<file path="src/rtl/pd_pwr_ctrl_if.sv">
// Control bundle between the power-domain requester and its sequencer.
// The sequencer takes the slave side; the requester takes the master side.
interface pd_pwr_ctrl_if;
  logic pd_req;
  logic sw_ack;
  logic err_clr;
  logic pd_ack;
  logic busy;
  logic iso_en;
  logic save;
  logic restore;
  logic pwr_sw_en;
  logic err;

  modport master (
    output pd_req, sw_ack, err_clr,
    input  pd_ack, busy, iso_en, save, restore, pwr_sw_en, err
  );

  modport slave (
    input  pd_req, sw_ack, err_clr,
    output pd_ack, busy, iso_en, save, restore, pwr_sw_en, err
  );
endinterface

</file>
<file path="src/rtl/pd_pwr_ctrl.sv">
// Power-domain sequencer: isolate/save/switch-off and switch-on/restore/de-isolate.
// Define PD_PWR_CTRL_RET_EN to include the retention SAVE and RESTORE steps.
module pd_pwr_ctrl #(
  parameter int unsigned SETTLE_CYC  = 4,
  parameter int unsigned ACK_TIMEOUT = 64
) (
  input logic         clk,
  input logic         rst_n,
  pd_pwr_ctrl_if.slave bus
);

  typedef enum logic [2:0] {
    ON, ISO, SAVE, PWR_OFF, OFF, PWR_ON, RESTORE, DEISO
  } state_e;

  state_e     state_q, state_d;
  logic [7:0] settle_q, settle_d;
  logic [9:0] tmo_q, tmo_d;
  logic       err_q, err_d;
  logic       pd_ack_q, busy_q, iso_q, sw_q;
  logic       match, wait_st, settled;

  assign match   = (bus.sw_ack == sw_q);
  assign wait_st = (state_q == PWR_OFF) || (state_q == PWR_ON);
  assign settled = match && (settle_q == 8'(SETTLE_CYC - 1));

  always_comb begin
    state_d  = state_q;
    settle_d = settle_q;
    tmo_d    = tmo_q;
    err_d    = err_q & ~bus.err_clr;
    if (wait_st) begin
      if (match) begin
        settle_d = settle_q + 8'd1;
      end else begin
        settle_d = 8'd0;
        if (tmo_q != 10'(ACK_TIMEOUT)) tmo_d = tmo_q + 10'd1;
        // A set in the same cycle as err_clr wins
        if (tmo_q == 10'(ACK_TIMEOUT - 1)) err_d = 1'b1;
      end
    end
    unique case (state_q)
      ON:      if (bus.pd_req) state_d = ISO;
`ifdef PD_PWR_CTRL_RET_EN
      ISO:     state_d = SAVE;
`else
      ISO:     state_d = PWR_OFF;
`endif
      SAVE:    state_d = PWR_OFF;
      PWR_OFF: if (settled) state_d = OFF;
      OFF:     if (!bus.pd_req) state_d = PWR_ON;
`ifdef PD_PWR_CTRL_RET_EN
      PWR_ON:  if (settled) state_d = RESTORE;
`else
      PWR_ON:  if (settled) state_d = DEISO;
`endif
      RESTORE: state_d = DEISO;
      DEISO:   state_d = ON;
      default: state_d = ON;
    endcase
    if (state_d != state_q) begin
      settle_d = 8'd0;
      tmo_d    = 10'd0;
    end
  end

  // Outputs are registered from the next state so they align with state_q
  always_ff @(posedge clk or negedge rst_n) begin
    if (!rst_n) begin
      state_q  <= ON;
      settle_q <= 8'd0;
      tmo_q    <= 10'd0;
      err_q    <= 1'b0;
      pd_ack_q <= 1'b0;
      busy_q   <= 1'b0;
      iso_q    <= 1'b0;
      sw_q     <= 1'b1;
    end else begin
      state_q  <= state_d;
      settle_q <= settle_d;
      tmo_q    <= tmo_d;
      err_q    <= err_d;
      pd_ack_q <= (state_d == OFF);
      busy_q   <= (state_d != ON) && (state_d != OFF);
      iso_q    <= (state_d != ON);
      sw_q     <= (state_d != PWR_OFF) && (state_d != OFF);
    end
  end

`ifdef PD_PWR_CTRL_RET_EN
  logic save_q, restore_q;

  always_ff @(posedge clk or negedge rst_n) begin
    if (!rst_n) begin
      save_q    <= 1'b0;
      restore_q <= 1'b0;
    end else begin
      save_q    <= (state_d == SAVE);
      restore_q <= (state_d == RESTORE);
    end
  end

  assign bus.save    = save_q;
  assign bus.restore = restore_q;
`else
  assign bus.save    = 1'b0;
  assign bus.restore = 1'b0;
`endif

  assign bus.pd_ack    = pd_ack_q;
  assign bus.busy      = busy_q;
  assign bus.iso_en    = iso_q;
  assign bus.pwr_sw_en = sw_q;
  assign bus.err       = err_q;

endmodule

</file>
<file path="src/flat_wrapper.sv">
// flat-port wrapper written by rule: the top's interface ports become plain ports
module pd_pwr_ctrl_flat 
#(
  parameter int unsigned SETTLE_CYC  = 4,
  parameter int unsigned ACK_TIMEOUT = 64
)
  (clk, rst_n, bus_pd_req, bus_sw_ack, bus_err_clr, bus_pd_ack, bus_busy, bus_iso_en, bus_save, bus_restore, bus_pwr_sw_en, bus_err);
  pd_pwr_ctrl_if bus_i ();
  input logic clk;
  input logic rst_n;
  input wire logic [$bits(bus_i.pd_req)-1:0] bus_pd_req;
  input wire logic [$bits(bus_i.sw_ack)-1:0] bus_sw_ack;
  input wire logic [$bits(bus_i.err_clr)-1:0] bus_err_clr;
  output wire logic [$bits(bus_i.pd_ack)-1:0] bus_pd_ack;
  output wire logic [$bits(bus_i.busy)-1:0] bus_busy;
  output wire logic [$bits(bus_i.iso_en)-1:0] bus_iso_en;
  output wire logic [$bits(bus_i.save)-1:0] bus_save;
  output wire logic [$bits(bus_i.restore)-1:0] bus_restore;
  output wire logic [$bits(bus_i.pwr_sw_en)-1:0] bus_pwr_sw_en;
  output wire logic [$bits(bus_i.err)-1:0] bus_err;
  assign bus_i.pd_req = bus_pd_req;
  assign bus_i.sw_ack = bus_sw_ack;
  assign bus_i.err_clr = bus_err_clr;
  assign bus_pd_ack = bus_i.pd_ack;
  assign bus_busy = bus_i.busy;
  assign bus_iso_en = bus_i.iso_en;
  assign bus_save = bus_i.save;
  assign bus_restore = bus_i.restore;
  assign bus_pwr_sw_en = bus_i.pwr_sw_en;
  assign bus_err = bus_i.err;
  pd_pwr_ctrl #(.SETTLE_CYC(SETTLE_CYC), .ACK_TIMEOUT(ACK_TIMEOUT)) u_core (.clk(clk), .rst_n(rst_n), .bus(bus_i));
endmodule
</file>
<file path="config.mk">
export PLATFORM = sky130hd
export DESIGN_NAME = pd_pwr_ctrl_flat
export DESIGN_NICKNAME = d
export VERILOG_FILES = /design/src/rtl/pd_pwr_ctrl_if.sv /design/src/rtl/pd_pwr_ctrl.sv /design/src/flat_wrapper.sv
export SDC_FILE = /design/constraint.sdc
export NUM_CORES = 1
export LEC_CHECK = 0
export BUFFER_PORTS_ARGS = -buffer_cell sky130_fd_sc_hd__buf_2
export CORE_MARGIN = 4
export CORE_UTILIZATION = 56
export CTS_CLUSTER_DIAMETER = 80
export DETAILED_ROUTE_END_ITERATION = 12
export PLACE_DENSITY = 0.75
export SYNTH_ARGS = -nofsm -noshare
export SYNTH_HDL_FRONTEND = slang
export SYNTH_SLANG_ARGS = --single-unit
</file>
<file path="constraint.sdc">
create_clock -name clk -period 2.74 [get_ports clk]
set_input_delay 0.274 -clock clk [delete_from_list [all_inputs] [get_ports clk]]
set_output_delay 0.274 -clock clk [all_outputs]
set_load 0.01 [all_outputs]
</file>
## Word level (Yosys, flattened, before mapping)

Index checks and enable logic that the tools add are counted.

| storage, ports and cells | value |
|---|---|
| logic and storage cells | 53 |
| bits in registers | 26 |

| cells by class | value |
|---|---|
| add/sub/neg operators | 2 |
| bitwise operators | 2 |
| equality and inequality tests | 16 |
| multiplexer cells | 15 |
| reductions and logical operators | 10 |

Operators by type and width:

| operator | number |
|---|---|
| two-way mux 10 bit | 4 |
| two-way mux 8 bit | 3 |
| case mux 3 bit (7 select lines) | 1 |
| == test 3 bit, second input constant | 5 |
| two-way mux 3 bit | 4 |
| adder 10 x 1 -> 10 bit, second input constant | 1 |
| == test 10 x 6 -> 1 bit, second input constant | 1 |
| != test 10 x 7 -> 1 bit, second input constant | 1 |
| adder 8 x 1 -> 8 bit, second input constant | 1 |
| == test 8 x 2 -> 1 bit, second input constant | 1 |
| == test 3 x 2 -> 1 bit, second input constant | 2 |
| nonzero test 2 bit | 2 |
| == test 3 x 1 -> 1 bit, second input constant | 1 |
| logical AND 1 bit | 3 |
| logical NOT 3 bit | 1 |
| two-way mux 1 bit | 3 |
| != test 3 x 2 -> 1 bit, second input constant | 1 |
| != test 3 bit | 1 |
| != test 3 bit, second input constant | 1 |
| AND reduction 3 bit | 1 |
| nonzero test 3 bit | 1 |
| != test 2 bit, second input constant | 1 |
| OR reduction 2 bit | 1 |
| bitwise AND 1 bit | 1 |
| other kinds (3) | 3 |

## Longest topological paths before layout

| logic depth | value |
|---|---|
| word-level depth | 7 |
| mapped depth | 7 |
| mapped depth without buffers | 6 |

## Worst setup path after synthesis

OpenSTA, ideal clock, no wires.

| timing | value |
|---|---|
| path type | register -> register |
| start | register u_core.settle_q[0] |
| end | register u_core.tmo_q[9] |
| arrival time | 2086 ps |
| period minus slack after synthesis | 2164 ps |
| setup time | 78 ps |
| data required time | 2662 ps |
| path slack | 576 ps |
| cell stages (with the launch flop) | 7 |
| cell sequence | dfrtp_1 -> ha_1 -> or4b_4 -> nor4_4 -> o21ai_2 -> or4_1 -> a21oi_1 |

| between the ends | value |
|---|---|
| cells in the longest elaborated chain, start to end | 7 |
| elaborated cells between the ends (all ways) | 11 |

Ends and longest elaborated chain:

| item | RTL line | text |
|---|---|---|
| start: declaration | pd_pwr_ctrl.sv:17 | `logic [7:0] settle_q, settle_d;` |
| start signal: assignment | pd_pwr_ctrl.sv:80 | `settle_q <= settle_d;` |
| == test 8 x 2 -> 1 bit * | pd_pwr_ctrl.sv:25 | `assign settled = match && (settle_q == 8'(SETTLE_CYC - 1));` |
| logical AND 1 bit * | pd_pwr_ctrl.sv:25 |  |
| two-way mux 3 bit (on tied branches) | pd_pwr_ctrl.sv:55, pd_pwr_ctrl.sv:50 |  |
| case mux 3 bit (7 select lines) * | pd_pwr_ctrl.sv:42 | `unique case (state_q)` |
| != test 3 bit * | pd_pwr_ctrl.sv:61 | `if (state_d != state_q) begin` |
| != test 2 bit (no line) or nonzero test 2 bit (tied branches) | n/a |  |
| AND reduction 3 bit (no line) | n/a |  |
| end signal: assignment | pd_pwr_ctrl.sv:81 | `tmo_q <= tmo_d;` |
| end: declaration | pd_pwr_ctrl.sv:18 | `logic [9:0] tmo_q, tmo_d;` |

Every way passes the cells marked *; elsewhere a longest branch is shown, timed or not.
A chain may end at the register's enable or synchronous reset.

## Final worst setup path

| timing | value |
|---|---|
| start | register u_core.settle_q[0] |
| end | register u_core.tmo_q[0] |

The elaborated chain is that of the path after synthesis.

==> reports/metrics.csv <==
metric,value,unit
status,completed,
Mapped Cells,143,
nets,163,
DP HPWL,2030,um
Final Max Slew Viols,0,
worst hold start,bus_pd_req,
clock transition at the registers of the reported paths,0.15,ns
internal power,658,uW
Core Region,0.00230,sq mm
"slowest stage cell, crit path",or4b_4,
gr ovfl total,0,
# rows,17,
"flops & latches, synth",26,
first-pass GRT wire length,4870,um
setup bufs post-CTS,0,
"commonest non-fill, non-tap cell in the layout",dfrtp_1,
Hold WC Path Type,input port to flip-flop,
CP Launch Point,u_core.settle_q[0],
first-pass iteration count of the detailed router,4,
synth unique cells,42,
Die ar.,0.00339,sq mm
drt drc,0,
slew margin rel.,56.8,%
share of cells above drive strength 1,14.9,%
Initial Utilization,61.5,%
Tcrit/Tclk final,85.9,%
total CTS buffers,3,
worst path required time,2.97,ns
vias in the first global route,1063,
Synth Warn #,0,
fmax,0.425,GHz
GR Util met3,2.90,%
Clock Sinks,26,
WL final,2790,um
top cell type's share of synthesized area,44.3,%
Setup crit end kind,flip-flop,
crit path cell chain,ha_1 > or4b_4 > nand4bb_1 > o32ai_1 > o21ai_1 > mux2_2,
Critical R2R Launch,u_core.settle_q[0],
Final Critical Period,2.35,ns
Iter 0 DRT Violations,32,
crit path launch type,flip-flop,
Crit path depth,6,
Root Buffer,clkbuf_4,
"Core Util, Final",66.2,%
largest net degree at the start of global routing,27,
ANT cells,0,
CP max FO,5,
P_sw,410,uW
Setup crit end,u_core.tmo_q[0],
input/output buffers,9,
"commonest non-fill, non-tap cells in the layout","dfrtp_1, nor2_1, xor2_1",
Crit path max-delay family,simple AND/OR/NAND/NOR gates,
Final TNS setup,0,ns
Routed WL per cell,15.3,um
maximum VDD drop,0.000504,V
FF-to-FF path depth,6,
Die Height,58.2,um
final hold viol count,0,
Synth area leaders,"dfrtp_1, xor2_1, nor2_1",
DIE WIDTH,58.2,um
vias per inst,5.99,
"Seq/Total Area, Yosys",46.1,%
Final Setup Violations,0,
M1 GR Usage,24.8,%
Crit Path Class,flip-flop to flip-flop,
R2R Setup Slk,0.39,ns
initial antenna violation count,0,
PD cells,702,mW/mm^2
capturing point of the worst reg2reg path,u_core.tmo_q[0],
Antenna Nets Post-Route,0,
syn_area_per_cell,9.88,sq um
Total Routing Usage GR,18.8,%
H-tree depth,1,
Sequential Power Share,48.9,%
Post-Syn Area,0.00141,sq mm
Worst Path Buf+Inv,0,
Layout area overhead,7.71,%
total number of vias,1091,
Worst Path Arrival,2.58,ns
worst-margin pin slew,0.642,ns
global route hottest layer,met2,
GPL Wtd Cong,0.863,
RSZ-0062 raised after global routing,no,
Sw Share,38.4,%
# fillers,192,
part of the power in combinational logic,35.3,%
CP max stage delay,0.49,ns
most area-hungry cell type in the Yosys netlist,dfrtp_1,
CTS tree,done,
io pins,12,
leakage,0.000690,uW
clock network fraction of design power,15.8,%
worst clock skew,0.0182,ns
met2 Use GR,31.9,%
Max Cap Viol,0,
Clock Latency Late Sink,0.32,ns
Longest Clk Path Bufs,2,
==> logic make-up after synthesis <==
family | count (synthesis) | synth area share, %
buf+inv | 10 | 3.19
xor+xnor | 14 | 8.68
fa+ha+maj | 3 | 2.66
other cells | 1 | 0.265
simple gates | 60 | 23.7
mux | 3 | 2.39
compound gates | 26 | 12.9
flops | 26 | 46.1
==> routing by layer <==
layer  routed length [um]  share of wire [%]
met1                 1280                 46
met2                 1360                 49
met3                  115                4.1
met4                   31                1.1
met5                    0                  0
==> worst register-to-register path: stages (launching register included) <==
cell	delay, ns
dfrtp_1	0.43
ha_1	0.22
or4b_4	0.49
nand4bb_1	0.31
o32ai_1	0.36
o21ai_1	0.17
mux2_2	0.29
==> repair_timing <==
item / in CTS / in global routing
hold endpoints to repair: 25 / 0
hold buffers: 1 / 0
resized for setup: 0 / 0
==> layout make-up <==
class | instances | area [sq um] | share of cell area, %
repair buffers | 13 | 77.6 | 5.10
multi-input cells | 108 | 719 | 47.3
flip-flops and latches | 26 | 652 | 42.8
inverters | 3 | 11.3 | 0.740
clock buffers | 4 | 26.3 | 1.73
well taps | 28 | 35.0 | 2.30
==> synthesized netlist by cell type <==
cell	count
a211oi_1	2
a21o_1	2
a21oi_1	6
a22o_1	1
a31o_2	1
a31oi_1	1
and2_1	1
and3_1	3
and4_1	3
buf_4	2
clkbuf_1	5
conb_1	1
dfrtp_1	25
dfstp_2	1
ha_1	3
inv_1	3
mux2_2	3
nand2_1	9
nand2b_1	1
nand3_1	3
nand3b_1	1
nand4_1	7
nand4bb_1	1
nor2_1	20
nor3_1	3
nor3b_1	2
nor4_1	2
nor4_4	1
o2111ai_1	2
o211ai_1	4
o21a_1	1
o21ai_0	1
o21ai_1	1
o21ai_2	1
o31ai_1	1
o32ai_1	1
o41ai_1	1
or3_1	1
or4_1	1
or4b_4	1
xnor2_1	2
xor2_1	12
==> per-stage QoR <==
stage | instance area (sq um) | total power, uW | hold WS, ns | cells | setup slack, ns
floorplan | 1420 | 783 | -0.0216 | 144 | 0.576
global placement | 1490 | 883 | 0.295 | 177 | 0.551
detailed placement | 1490 | 902 | 0.303 | 177 | 0.456
CTS | 1520 | 1070 | 0.252 | 182 | 0.408
global route | 1520 | 1150 | 0.252 | 182 | 0.192
finish | 1520 | 1070 | 0.247 | 182 | 0.388
==> worst min path at each step <==
stage                                     to  slack (ns)  cells after the start
final                      u_core.bus.pd_ack        0.25                      2
after global routing          u_core.bus.err        0.25                      3
after CTS                  u_core.bus.pd_ack        0.25                      2
after detailed placement  u_core.settle_q[4]        0.30                      1
after global placement    u_core.settle_q[2]        0.29                      1
after floorplan              u_core.bus.busy       -0.02                      0
==> flip-flops by register name, indices dropped and copies added (netlist names) <==
register,flops
u_core.state_q,3
u_core.bus.busy,1
u_core.bus.pd_ack,1
u_core.settle_q,8
u_core.bus.err,1
u_core.bus.iso_en,1
u_core.bus.pwr_sw_en,1
u_core.tmo_q,10
==> power groups by stage <==
stage,Sequential (uW),Clock [uW],Combinational (uW)
floorplan,503,0,280
global placement,522,0,362
detailed placement,528,0,374
CTS,521,171,378
global route,536,190,423
finish,523,169,377
(Power assumes the default switching activity.)
